### config.mk
export PLATFORM = sky130hd
export DESIGN_NAME = calib_pulse_gen
export DESIGN_NICKNAME = d
export VERILOG_FILES = /design/src/rtl/calib_pulse_pkg.sv /design/src/rtl/calib_trg_sync.sv /design/src/rtl/calib_pulse_gen.sv
export SDC_FILE = /design/constraint.sdc
export NUM_CORES = 1
export LEC_CHECK = 0
export ABC_CLOCK_PERIOD_IN_PS = 1900
export BUFFER_PORTS_ARGS = -buffer_cell sky130_fd_sc_hd__buf_2
export CAP_MARGIN = 15
export CORE_MARGIN = 2
export CORE_UTILIZATION = 38
export DETAILED_ROUTE_END_ITERATION = 12
export HOLD_SLACK_MARGIN = 0.05
export PLACE_DENSITY_LB_ADDON = 0.05
export RECOVER_POWER = 50
export SLEW_MARGIN = 20
export SYNTH_ARGS = -nofsm -noshare
export SYNTH_HDL_FRONTEND = slang
export SYNTH_SLANG_ARGS = --single-unit
### constraint.sdc
create_clock -name CLK -period 1.9 [get_ports CLK]
set_input_delay 0.19 -clock CLK [delete_from_list [all_inputs] [get_ports CLK]]
set_output_delay 0.19 -clock CLK [all_outputs]
set_load 0.05 [all_outputs]
### src/rtl/calib_pulse_pkg.sv
// Shared types and defaults for the calibration pulse generator.
package calib_pulse_pkg;

   localparam int DW_DEF    = 8;
   localparam int CNT_W_DEF = 16;

   localparam int                DROP_W   = 8;
   localparam logic [DROP_W-1:0] DROP_MAX = 8'd255;

   typedef enum logic [1:0] {
      IDLE = 2'd0,
      DLY  = 2'd1,
      PLS  = 2'd2,
      HOLD = 2'd3
   } state_e;

   localparam logic [1:0] ST_IDLE = IDLE;
   localparam logic [1:0] ST_DLY  = DLY;
   localparam logic [1:0] ST_PLS  = PLS;
   localparam logic [1:0] ST_HOLD = HOLD;

endpackage

### src/rtl/calib_trg_sync.sv
// Two-flop synchroniser for an asynchronous LV trigger followed by a
// rising-edge detector; edge_req is high for one cycle per rising edge.
module calib_trg_sync (
   input  logic CLK,
   input  logic RST_N,
   input  logic trg,
   output logic edge_req
);

   logic s1, s2, s3;

   always_ff @(posedge CLK or negedge RST_N) begin
      if (!RST_N) begin
         {s3, s2, s1} <= 3'b000;
      end else begin
         {s3, s2, s1} <= {s2, s1, trg};
      end
   end

   assign edge_req = s2 & ~s3;

endmodule

### src/rtl/calib_pulse_gen.sv
// Calibration pulse sequencer: delay, pulse, hold-off per accepted trigger,
// with accepted/dropped counters for slow-control readback.
module calib_pulse_gen
   import calib_pulse_pkg::*;
#(
   parameter int DW    = DW_DEF,
   parameter int CNT_W = CNT_W_DEF
) (
   input  logic              CLK,
   input  logic              RST_N,
   input  logic              ENABLE,
   input  logic              TRG_EXT,
   input  logic              TRG_INJ,
   input  logic              SW_EXT,
   input  logic              SW_INJ,
   input  logic [DW-1:0]     DELAY,
   input  logic [DW-1:0]     WIDTH,
   input  logic [DW-1:0]     HOLDOFF,
   input  logic              CNT_CLR,
   output logic              EXT_PULSE,
   output logic              INJ_PULSE,
   output logic              BUSY,
   output logic [CNT_W-1:0]  PLS_CNT,
   output logic [DROP_W-1:0] DROP_CNT,
   output logic [1:0]        DBG_STATE
);

   logic          edge_ext, edge_inj;
   logic          ext_req, inj_req, any_req;
   logic          accept, drop;
   logic [1:0]    state;
   logic [DW-1:0] cnt, width_q, hold_q;
   logic [DW-1:0] width_in_m1, width_q_m1;
   logic          mask_ext, mask_inj;

   calib_trg_sync u_sync_ext (
      .CLK      (CLK),
      .RST_N    (RST_N),
      .trg      (TRG_EXT),
      .edge_req (edge_ext)
   );

   calib_trg_sync u_sync_inj (
      .CLK      (CLK),
      .RST_N    (RST_N),
      .trg      (TRG_INJ),
      .edge_req (edge_inj)
   );

   // Requests are one-cycle strobes with no back-pressure: one arriving in
   // IDLE with ENABLE high is accepted, one arriving while busy is dropped.
   assign ext_req = edge_ext | SW_EXT;
   assign inj_req = edge_inj | SW_INJ;
   assign any_req = ext_req | inj_req;
   assign accept  = ENABLE && (state == ST_IDLE) && any_req;
   assign drop    = ENABLE && (state != ST_IDLE) && any_req;

   // A zero width still produces a single-cycle pulse.
   assign width_in_m1 = (WIDTH == '0)   ? '0 : WIDTH - DW'(1);
   assign width_q_m1  = (width_q == '0) ? '0 : width_q - DW'(1);

   always_ff @(posedge CLK or negedge RST_N) begin
      if (!RST_N) begin
         state     <= ST_IDLE;
         cnt       <= '0;
         width_q   <= '0;
         hold_q    <= '0;
         mask_ext  <= 1'b0;
         mask_inj  <= 1'b0;
         EXT_PULSE <= 1'b0;
         INJ_PULSE <= 1'b0;
      end else if (!ENABLE) begin
         state     <= ST_IDLE;
         cnt       <= '0;
         EXT_PULSE <= 1'b0;
         INJ_PULSE <= 1'b0;
      end else begin
         case (state)
            ST_IDLE: begin
               if (accept) begin
                  mask_ext <= ext_req;
                  mask_inj <= inj_req;
                  width_q  <= WIDTH;
                  hold_q   <= HOLDOFF;
                  if (DELAY == '0) begin
                     state     <= ST_PLS;
                     cnt       <= width_in_m1;
                     EXT_PULSE <= ext_req;
                     INJ_PULSE <= inj_req;
                  end else begin
                     state <= ST_DLY;
                     cnt   <= DELAY - DW'(1);
                  end
               end
            end
            ST_DLY: begin
               if (cnt == '0) begin
                  state     <= ST_PLS;
                  cnt       <= width_q_m1;
                  EXT_PULSE <= mask_ext;
                  INJ_PULSE <= mask_inj;
               end else begin
                  cnt <= cnt - DW'(1);
               end
            end
            ST_PLS: begin
               if (cnt == '0) begin
                  EXT_PULSE <= 1'b0;
                  INJ_PULSE <= 1'b0;
                  if (hold_q == '0) begin
                     state <= ST_IDLE;
                  end else begin
                     state <= ST_HOLD;
                     cnt   <= hold_q - DW'(1);
                  end
               end else begin
                  cnt <= cnt - DW'(1);
               end
            end
            ST_HOLD: begin
               if (cnt == '0) begin
                  state <= ST_IDLE;
               end else begin
                  cnt <= cnt - DW'(1);
               end
            end
            default: state <= ST_IDLE;
         endcase
      end
   end

   // Clear wins over a same-cycle increment.
   always_ff @(posedge CLK or negedge RST_N) begin
      if (!RST_N) begin
         PLS_CNT  <= '0;
         DROP_CNT <= '0;
      end else if (CNT_CLR) begin
         PLS_CNT  <= '0;
         DROP_CNT <= '0;
      end else begin
         if (accept) begin
            PLS_CNT <= PLS_CNT + CNT_W'(1);
         end
         if (drop && (DROP_CNT != DROP_MAX)) begin
            DROP_CNT <= DROP_CNT + DROP_W'(1);
         end
      end
   end

   assign BUSY      = (state != ST_IDLE);
   assign DBG_STATE = state;

endmodule

### After elaboration in Yosys (flattened, before gate mapping)

Cells that the tools add are included.

| operators by class | value |
|---|---|
| add/sub/neg operators | 7 |
| $mul | 0 |
| div/mod/pow operators | 0 |
| magnitude comparators | 0 |
| eq/ne operators | 12 |
| shifts and indexed selects | 0 |
| mux-type cells | 33 |
| bitwise operators | 7 |
| reduce and logical (&&, ||, !) cells | 18 |

Operators with widths:

| operator | number |
|---|---|
| two-way mux 8 bit | 11 |
| logical NOT 8 bit | 5 |
| subtractor 8 x 1 -> 8 bit (second input constant) | 5 |
| two-way mux 16 bit | 2 |
| case mux 8 bit (4 select lines) | 1 |
| adder 16 x 1 -> 16 bit (second input constant) | 1 |
| != test 3 bit (second input constant) | 5 |
| two-way mux 2 bit | 7 |
| two-way mux 1 bit | 9 |
| adder 8 x 1 -> 8 bit (second input constant) | 1 |
| != test 8 bit (second input constant) | 1 |
| case mux 2 bit (4 select lines) | 1 |
| case mux 1 bit (3 select lines) | 2 |
| AND reduction 3 bit | 2 |
| nonzero test 2 bit | 3 |
| logical AND 1 bit | 5 |
| AND reduction 5 bit | 1 |
| == test 2 bit (second input constant) | 2 |
| != test 4 x 1 -> 1 bit (second input constant) | 1 |
| != test 4 bit (second input constant) | 1 |
| AND reduction 4 bit | 1 |
| != test 3 x 2 -> 1 bit (second input constant) | 1 |
| bitwise OR 1 bit | 3 |
| bitwise AND 1 bit | 2 |
| other kinds (3) | 4 |

| word-level totals | value |
|---|---|
| bits in registers | 60 |
| bits in latches | 0 |
| RAM bits | 0 |
| memory bits (read-only) | 0 |
| input bits | 32 |
| output and inout port bits | 29 |
| logic and storage cells | 93 |
| memories kept | 0 |

### Longest topological paths before layout

Gate-level depths: netlist of the first run.

| logic depth | value |
|---|---|
| depth after elaboration | 8 |
| gate-level depth with buffers | 9 |
| mapped depth without buffers | 8 |

### Hierarchy

From an unflattened synthesis of the first run, not the netlist that was laid out.

| second synthesis, totals | value |
|---|---|
| cell total of the unflattened synthesis | 406 |
| area total of the unflattened synthesis | 3773.6 um2 |

By module, submodules not included:

| module | instances | cells each | area an instance (um2) | seq. area each (um2) |
|---|---|---|---|---|
| calib_pulse_gen | 1 | 398 | 3595.9 | 1351.3 |
| calib_trg_sync | 2 | 4 | 88.8 | 75.1 |

### Worst setup path before layout of the first run

OpenSTA, ideal clock, no wires.

| path | value |
|---|---|
| path kind | reg-to-reg |
| start point | register state[0] (netlist: DBG_STATE[0]) |
| end point | register PLS_CNT[13] |
| library setup time | 0.132 ns |
| arrival | 2.273 ns |
| data required time | 1.768 ns |
| setup slack | -0.505 ns |
| stages on the path, launching flop included | 10 |
| buffers on the path | 1 |
| clock period less this slack | 2.405 ns |
| cells stage by stage | dfrtp_1 inv_1 ha_1 and2_1 clkbuf_1 nand4_1 nor4_1 nand3_1 xor2_1 nor2_1 |

| between the ends | value |
|---|---|
| word-level cells in the longest chain between the ends | 4 |

RTL lines:

| element | line | source |
|---|---|---|
| from (decl) | calib_pulse_gen.sv:31 | `logic [1:0] state;` |
| from (signal assigned) | calib_pulse_gen.sv:64 | `state <= ST_IDLE;` |
| from (signal assigned) | calib_pulse_gen.sv:73 | `state <= ST_IDLE;` |
| from (signal assigned) | calib_pulse_gen.sv:86 | `state <= ST_PLS;` |
| logical NOT 2 bit | calib_pulse_gen.sv:55 | `assign accept = ENABLE && (state == ST_IDLE) && any_req;` |
| logical AND 1 bit (2 in a row) | calib_pulse_gen.sv:55 |  |
| nonzero test 2 bit (no source line) | - |  |
| to (signal assigned) | calib_pulse_gen.sv:142 | `PLS_CNT <= PLS_CNT + CNT_W'(1);` |
| to (decl) | calib_pulse_gen.sv:23 | `output logic [CNT_W-1:0] PLS_CNT,` |

No other way between the ends.
A chain may end at the register's enable or synchronous reset.

### Worst setup path in the final report of the first run

| path | value |
|---|---|
| start point | register state[0] (netlist: DBG_STATE[0]) |
| end point | register cnt[1] |

| between the ends | value |
|---|---|
| word-level cells in the longest chain between the ends | 5 |
| elaborated cells on any way between the ends | 12 |
| those cells by class | eq/ne: 6; mux: 2; reduce/logical: 4 |

RTL lines:

| element | line | source |
|---|---|---|
| logical NOT 2 bit | calib_pulse_gen.sv:55, calib_pulse_gen.sv:78 |  |
| logical AND 1 bit (2 in a row) | calib_pulse_gen.sv:55 |  |
| != test 3 bit (no source line) | - |  |
| AND reduction 3 bit (no source line) | - |  |
| to (signal assigned) | calib_pulse_gen.sv:87 | `cnt <= width_in_m1;` |
| to (signal assigned) | calib_pulse_gen.sv:92 | `cnt <= DELAY - DW'(1);` |
| to (signal assigned) | calib_pulse_gen.sv:99 | `cnt <= width_q_m1;` |
| to (decl) | calib_pulse_gen.sv:32 | `logic [DW-1:0] cnt, width_q, hold_q;` |

Parallel ways exist; a longest one is shown, timed or not.

==> out/results.tsv, run 1 <==
stage	metric	value	unit
cells_and_area	diode count	0	
timing	Slew headroom	42.9	%
placement	placed inst area	0.00445	sq mm
yosys	Post-synth EDFFs	0	
power_and_ir_drop	Reg power frac	30.5	%
power_and_ir_drop	Leak Pwr	2.36	nW
grt	Congestion Overflow GR	0	
drt	wire length per cell	15.3	microns
power_and_ir_drop	Switch Pwr	2.73	mW
floorplan	Die Area	0.0102	sq mm
power_and_ir_drop	Comb power frac	53.8	%
yosys	Yosys Warn Count	0	
timing	setup TNS	0	ns
setup_path	Crit. End Element	flop	
cells_and_area	Layout Area Growth over Synthesis	42.1	%
grt	Global Route Usage Sum	20.2	%
drt	Total Wirelength	10100	microns
power_and_ir_drop	Final Power	6.41	mW
min_path	Hold Path Class	in -> reg	
placement	gpl congestion	0.839	
clock_tree	CTS buffer count	9	
cells_and_area	fin area	0.00510	sq mm
timing	fin crit period	1.89	ns
yosys	ys async rst share	100	%
cells_and_area	non-filler instance count after layout	659	
placement	Post-DP HPWL	6990	microns
placement	dpl cells	620	
power_and_ir_drop	worst vdd ir	0.625	mV
outcome	status	complete, no violations	
drt	remaining antenna violation count	0	
cells_and_area	Final Core Density	55.5	%
floorplan	Initial Util	39.0	%
setup_path	Worst Path Required	2.11	ns
clock_tree	Clock transition at path regs	0.07	ns
grt	initial antenna violation count	0	
timing	final hold vios	0	
grt	vias in the first global route	3246	
drt	DR vias	3390	
floorplan	Die Width	101	microns
clock_tree	worst skew pair latency	0.35	ns
timing	Achievable Freq	529	MHz
clock_tree	CTS Root Cell	clkbuf_8	
yosys	top cell type's share of synthesized area	41.8	%
grt	largest net degree at the start of global routing	61	
setup_path	crit path launch type	flop	
clock_tree	clock sinks	60	
timing	WHS	0.0714	ns
cells_and_area	Final #Nets	591	
drt	DRT Pass-1 Iters	4	
clock_tree	H-tree depth	3	
floorplan	Placeable Area	0.00920	sq mm
yosys	cell taking the most area after synthesis	dfrtp_1	
timing	RSZ-0062 raised after global routing	yes	
yosys	Post-synth top flop	dfrtp_1	
flow_run	max_cap viols	0	
timing	Slew Viols, Final	0	
yosys	Synth Instances	409	
yosys	synthesized area per cell	8.78	sq um
power_and_ir_drop	Int Power	3.69	mW
yosys	Distinct cells, synth	51	
timing	Worst-Margin Slew	0.856	ns
floorplan	FP Rows	35	
floorplan	Die Y	101	microns
yosys	Synthesized Nets	456	
power_and_ir_drop	Switching Share	42.5	%
drt	initial DRC count	121	
clock_tree	CTS tree	built	
yosys	most common cell in the netlist	nand2_1	
yosys	#FFs+latches synth	60	
timing	clk_skew	0.0179	ns
setup_path	Critical Path AT	2.11	ns
drt	DR vias/cell	5.14	
timing	Final WS setup	0.00914	ns
setup_path	WS Path Type	reg -> reg	
setup_path	Critical Path Fanout Max	4	
yosys	Post-Syn Area	0.00359	sq mm
floorplan	# IOs	61	
yosys	Synth area leaders	dfrtp_1 42%, nand2_1 7.3%, xor2_1 5.4%	
cells_and_area	share of cells above drive strength 1	35.9	%
timing	# setup viols final	0	
placement	Port Buf Inserts	60	
yosys	Synth top cells by count	70 x nand2_1, 60 x dfrtp_1, 48 x nor2_1	
drt	drt drc	0	
power_and_ir_drop	Clk network pwr share	15.6	%
placement	pre-CTS setup slack	-0.181	ns
clock_tree	Clock Tree Buf Depth	2	
yosys	Seq/Total Area, Yosys	41.8	%
grt	wire length of the first global-routing pass	16300	microns
timing	Tcrit/Tclk final	99.5	%
power_and_ir_drop	PD cells	1260	mW/mm^2
flip-flops by register name, summed over array words and instances (netlist names), 2 cells and up:
| name | cells |
|---|---|
| DROP_CNT | 8 |
| DBG_STATE | 2 |
| cnt | 8 |
| hold_q | 8 |
| PLS_CNT | 16 |
| width_q | 8 |
power groups by stage:
stage / Combinational, mW / Clock, mW / Sequential, mW
2_1_floorplan: 1.59 / 0 / 2.05
3_3_place_gp: 2.78 / 0 / 1.90
3_5_place_dp: 2.80 / 0 / 1.91
4_1_cts: 3.06 / 1.03 / 1.92
5_1_grt: 3.78 / 1.10 / 2.01
6_report: 3.45 / 1.00 / 1.96
cell families after synthesis:
| logic type | after synthesis | share of synthesized area [%] |
|---|---|---|
| AO/OA/AOI/OAI | 67 | 12.5 |
| XOR/XNOR | 39 | 9.51 |
| adder cells (fa/ha/maj) | 15 | 5.23 |
| buffers and inverters | 30 | 3.62 |
| flip-flops | 60 | 41.8 |
| multiplexers | 7 | 2.02 |
| AND/OR/NAND/NOR | 191 | 25.3 |
critical path: stages, from the launching register on:
cell,delay [ns]
dfrtp_2,0.45
buf_4,0.16
ha_4,0.17
nor3_4,0.21
a211o_4,0.17
buf_4,0.12
buf_6,0.11
o22ai_2,0.08
a221oi_2,0.21
a21oi_1,0.10
metal layers:
| layer | routed length, microns | vias up | share of wire (%) | GRT usage (%) |
|---|---|---|---|---|
| met3 | 337 | 10 | 3.3 | 3.11 |
| met5 | 0 | - | 0 | 0 |
| met1 | 4880 | 1614 | 48 | 30.1 |
| met4 | 127 | 0 | 1.3 | 6.86 |
| li1 | - | 1701 | - | - |
| met2 | 4730 | 65 | 47 | 30.0 |
layout make-up:
cell class / count / area, sq um
clock buffers: 9 / 124
clock inverters: 6 / 41.3
fillers: 880 / 4090
inverters: 21 / 81.3
multi-input cells: 319 / 2290
flip-flops and latches: 60 / 1510
well taps: 111 / 139
repair buffers: 133 / 923
cells in the final DEF, fill, tap and decap left out, types with 7 or more instances in the layout:
cell type / synthesis / routed
dlygate4sd3_1: 0 / 9
xor2_1: 22 / 22
ha_1: 15 / 10
nand3_1: 15 / 14
o21ai_0: 17 / 14
dfrtp_1: 60 / 57
xnor2_1: 17 / 17
buf_2: 0 / 56
nand2_1: 70 / 67
nor3_1: 12 / 7
nand4_1: 9 / 9
buf_4: 0 / 56
clkbuf_8: 1 / 9
a21oi_1: 12 / 11
nor2_1: 48 / 46
inv_1: 21 / 16
repair_timing:
action                                  in CTS  in global routing
hold buffers                                 9                  0
hold endpoints to repair                    68                  0
endpoints found under the setup margin       8                 25
pin swaps                                    8                 20
gates resized for setup                     17                 44
setup buffers                                9                  7
gates cloned                                 0                  1
worst paths after layout:
| check | end | startpoint | slack, ns | depth (start not counted) |
|---|---|---|---|---|
| worst max register to register | cnt[1] | DBG_STATE[0] | 0.009 | 9 |
| max in group asynchronous | hold_q[0] | RST_N | 0.68 | 3 |
| min in group asynchronous | PLS_CNT[14] | RST_N | 0.61 | 3 |
| worst min-delay path | hold_q[0] | HOLDOFF[0] | 0.07 | 3 |
| worst max-delay path | cnt[1] | DBG_STATE[0] | 0.009 | 9 |
| worst min register to register | u_sync_ext.s2 | u_sync_ext.s1 | 0.35 | 0 |
Power figures use the tool's default switching activity.
==> inputs of run 2 (changes only) <==
--- a/config.mk
+++ b/config.mk
@@ -5,16 +5,14 @@
 export SDC_FILE = /design/constraint.sdc
 export NUM_CORES = 1
 export LEC_CHECK = 0
-export ABC_CLOCK_PERIOD_IN_PS = 1900
+export ABC_CLOCK_PERIOD_IN_PS = 2400
 export BUFFER_PORTS_ARGS = -buffer_cell sky130_fd_sc_hd__buf_2
 export CAP_MARGIN = 15
 export CORE_MARGIN = 2
 export CORE_UTILIZATION = 38
 export DETAILED_ROUTE_END_ITERATION = 12
 export HOLD_SLACK_MARGIN = 0.05
-export PLACE_DENSITY_LB_ADDON = 0.05
 export RECOVER_POWER = 50
-export SLEW_MARGIN = 20
 export SYNTH_ARGS = -nofsm -noshare
 export SYNTH_HDL_FRONTEND = slang
 export SYNTH_SLANG_ARGS = --single-unit
==> constraint.sdc (replaced) <==
create_clock -name CLK -period 2.4 [get_ports CLK]
set_input_delay 0.24 -clock CLK [delete_from_list [all_inputs] [get_ports CLK]]
set_output_delay 0.24 -clock CLK [all_outputs]
set_load 0.05 [all_outputs]
==> run 2 against run 1 <==
Net effect: the run now ends with capacitance limit left; global-route usage fell by 2.2 points; register-to-register slack improved by 0.19 ns; non-clock buffer count fell by 60; worst hold slack improved by 0.012 ns; flip-flop and latch count did not move; fmax fell by 14%; total power fell by 30%; combinational power fell by 47%; setup slack improved by 0.19 ns; clock power rose by 15%; cell count fell by 9.0%; count of clock-buffer cells in the layout did not move.
==> out/results.tsv, run 2 (same netlist as run 1, synthesis figures left out) <==
stage	metric	value	unit
cells_and_area	most frequent cells in the layout	70 x nand2_1, 60 x dfrtp_1, 52 x buf_2	
timing	Achievable Freq	455	MHz
cells_and_area	Layout Area Growth over Synthesis	20.5	%
timing	Final WS setup	0.203	ns
clock_tree	H-tree depth	3	
clock_tree	CTS buffer count	9	
floorplan	Die Area	0.0102	sq mm
outcome	violated checks	capacitance limit	
timing	Slew headroom	0.730	%
timing	setup TNS	0	ns
power_and_ir_drop	worst vdd ir	0.403	mV
power_and_ir_drop	Final Power	4.49	mW
timing	clk_skew	0.00751	ns
timing	fin crit period	2.20	ns
placement	gpl congestion	0.876	
timing	# setup viols final	0	
clock_tree	CTS Root Cell	clkbuf_8	
grt	Global Route Usage Sum	18.0	%
grt	GR peak layer	met2	
outcome	status	finished, violations left	
clock_tree	clock sinks	60	
power_and_ir_drop	PD cells	1040	mW/mm^2
drt	remaining antenna violation count	0	
drt	DR vias/cell	5.29	
floorplan	Placeable Area	0.00920	sq mm
setup_path	crit path launch type	flop	
drt	drt drc	0	
floorplan	Die Y	101	microns
drt	wire length per cell	14.5	microns
clock_tree	setup bufs post-CTS	0	
cells_and_area	Top reg by flops	PLS_CNT	
power_and_ir_drop	Leak Pwr	2.01	nW
power_and_ir_drop	Clk network pwr share	25.6	%
setup_path	Critical Path AT	2.42	ns
min_path	Hold Path Class	in -> reg	
cells_and_area	Final #Nets	531	
power_and_ir_drop	Switch Pwr	1.82	mW
clock_tree	Clock Tree Buf Depth	2	
power_and_ir_drop	Switching Share	40.4	%
timing	final hold vios	0	
grt	vias in the first global route	3086	
cells_and_area	diode count	0	
grt	met2 usage	27.9	%
floorplan	Die Width	101	microns
floorplan	# IOs	61	
power_and_ir_drop	Comb power frac	40.4	%
flow_run	max_cap viols	1	
timing	Worst-Margin Slew	1.49	ns
timing	WHS	0.0832	ns
cells_and_area	commonest non-fill, non-tap cell in the layout	nand2_1	
clock_tree	worst skew pair latency	0.35	ns
cells_and_area	Fillers	915	
grt	met3 Track Usage GR	3.66	%
grt	largest net degree at the start of global routing	61	
grt	Congestion Overflow GR	0	
drt	initial DRC count	132	
floorplan	Initial Util	39.0	%
grt	initial antenna violation count	0	
cells_and_area	flip-flop count of the largest register after layout	16	
placement	Post-DP HPWL	6410	microns
cells_and_area	area of the multi-input gates	0.00197	sq mm
cells_and_area	Final Core Density	47.0	%
placement	pre-CTS setup slack	0.198	ns
power_and_ir_drop	Int Power	2.67	mW
timing	Slew Viols, Final	0	
timing	RSZ-0062 raised after global routing	no	
cells_and_area	FF/Latch Area	0.00150	sq mm
setup_path	Critical Path Fanout Max	8	
timing	Tcrit/Tclk final	91.5	%
placement	Port Buf Inserts	60	
setup_path	flop2flop setup slack	0.20	ns
setup_path	WS Path Type	reg -> reg	
drt	Total Wirelength	8710	microns
clock_tree	Clock transition at path regs	0.08	ns
clock_tree	CTS tree	built	
cells_and_area	share of cells above drive strength 1	19.2	%
drt	DR vias	3174	
setup_path	Worst Path Required	2.62	ns
drt	DRT Pass-1 Iters	4	
grt	wire length of the first global-routing pass	14600	microns
setup_path	Crit. End Element	flop	
grt	met1 Track Usage GR	25.0	%
floorplan	FP Rows	35	
power_and_ir_drop	Reg power frac	34.0	%
## run 2: changes by cell type in the layout (fill, tap and decap cells not counted), sizes merged
cell / previous run / this run
clkinv: 2 / 1
dlygate4sd3: 9 / 2
bufinv: 0 / 3
buf: 118 / 62
clkbuf: 15 / 18
clkinvlp: 3 / 2
## run 2: power groups by stage
stage / sequential, mW / clock, mW / combinational [mW]
after floorplan: 1.61 / 0 / 1.21
after global routing: 1.56 / 1.21 / 2.04
final: 1.52 / 1.15 / 1.82
after detailed placement: 1.54 / 0 / 1.81
after CTS: 1.52 / 1.16 / 1.83
after global placement: 1.53 / 0 / 1.79
## run 2: routing by layer
layer  vias to the layer above  part of all wire, %  wire length [microns]
met2                        69                   47                   4080
met4                         0                  1.7                    144
met5                         -                    0                      0
li1                       1570                    -                      -
met1                      1523                   47                   4100
met3                        12                  4.3                    372
## run 2: path summary, 6_finish.rpt
kind	to	cells past startpoint	start
max	PLS_CNT[13]	8	DBG_STATE[0]
min	hold_q[5]	3	HOLDOFF[5]
max reg2reg	PLS_CNT[13]	8	DBG_STATE[0]
min reg2reg	u_sync_inj.s2	0	u_sync_inj.s1
max in group asynchronous	cnt[6]	2	RST_N
min in group asynchronous	PLS_CNT[11]	2	RST_N
## run 2: worst max-delay path, cell delays in order, from the launching register on
cell and delay (ns):
dfrtp_1 0.42, inv_1 0.11, ha_1 0.29, and2_1 0.21, nand4_1 0.20, nor4_2 0.45, nand3_1 0.15, xor2_1 0.16
nor2_1 0.06
## run 2: repair_timing
item                                    in CTS  in global routing
endpoints found under the hold margin        2                  0
hold buffers                                 2                  0
gates resized for setup                      0                  1
endpoints found under the setup margin       0                  1
## run 2: final cells by class
| class | instances | share of cell area [%] |
|---|---|---|
| clock inverters | 7 | 2.83 |
| inverters | 21 | 1.82 |
| repair buffers | 73 | 9.02 |
| multi-input cells | 319 | 45.5 |
| flip-flops and latches | 60 | 34.7 |
| clock buffers | 9 | 2.86 |
| well taps | 111 | 3.21 |
## run 2: stage by stage
| step | cells | cell area, sq um |
|---|---|---|
| final | 600 | 4330 |
| after global routing | 600 | 4330 |
| after CTS | 600 | 4330 |
| after detailed placement | 582 | 4070 |
| after global placement | 582 | 4070 |
| after floorplan | 409 | 3600 |
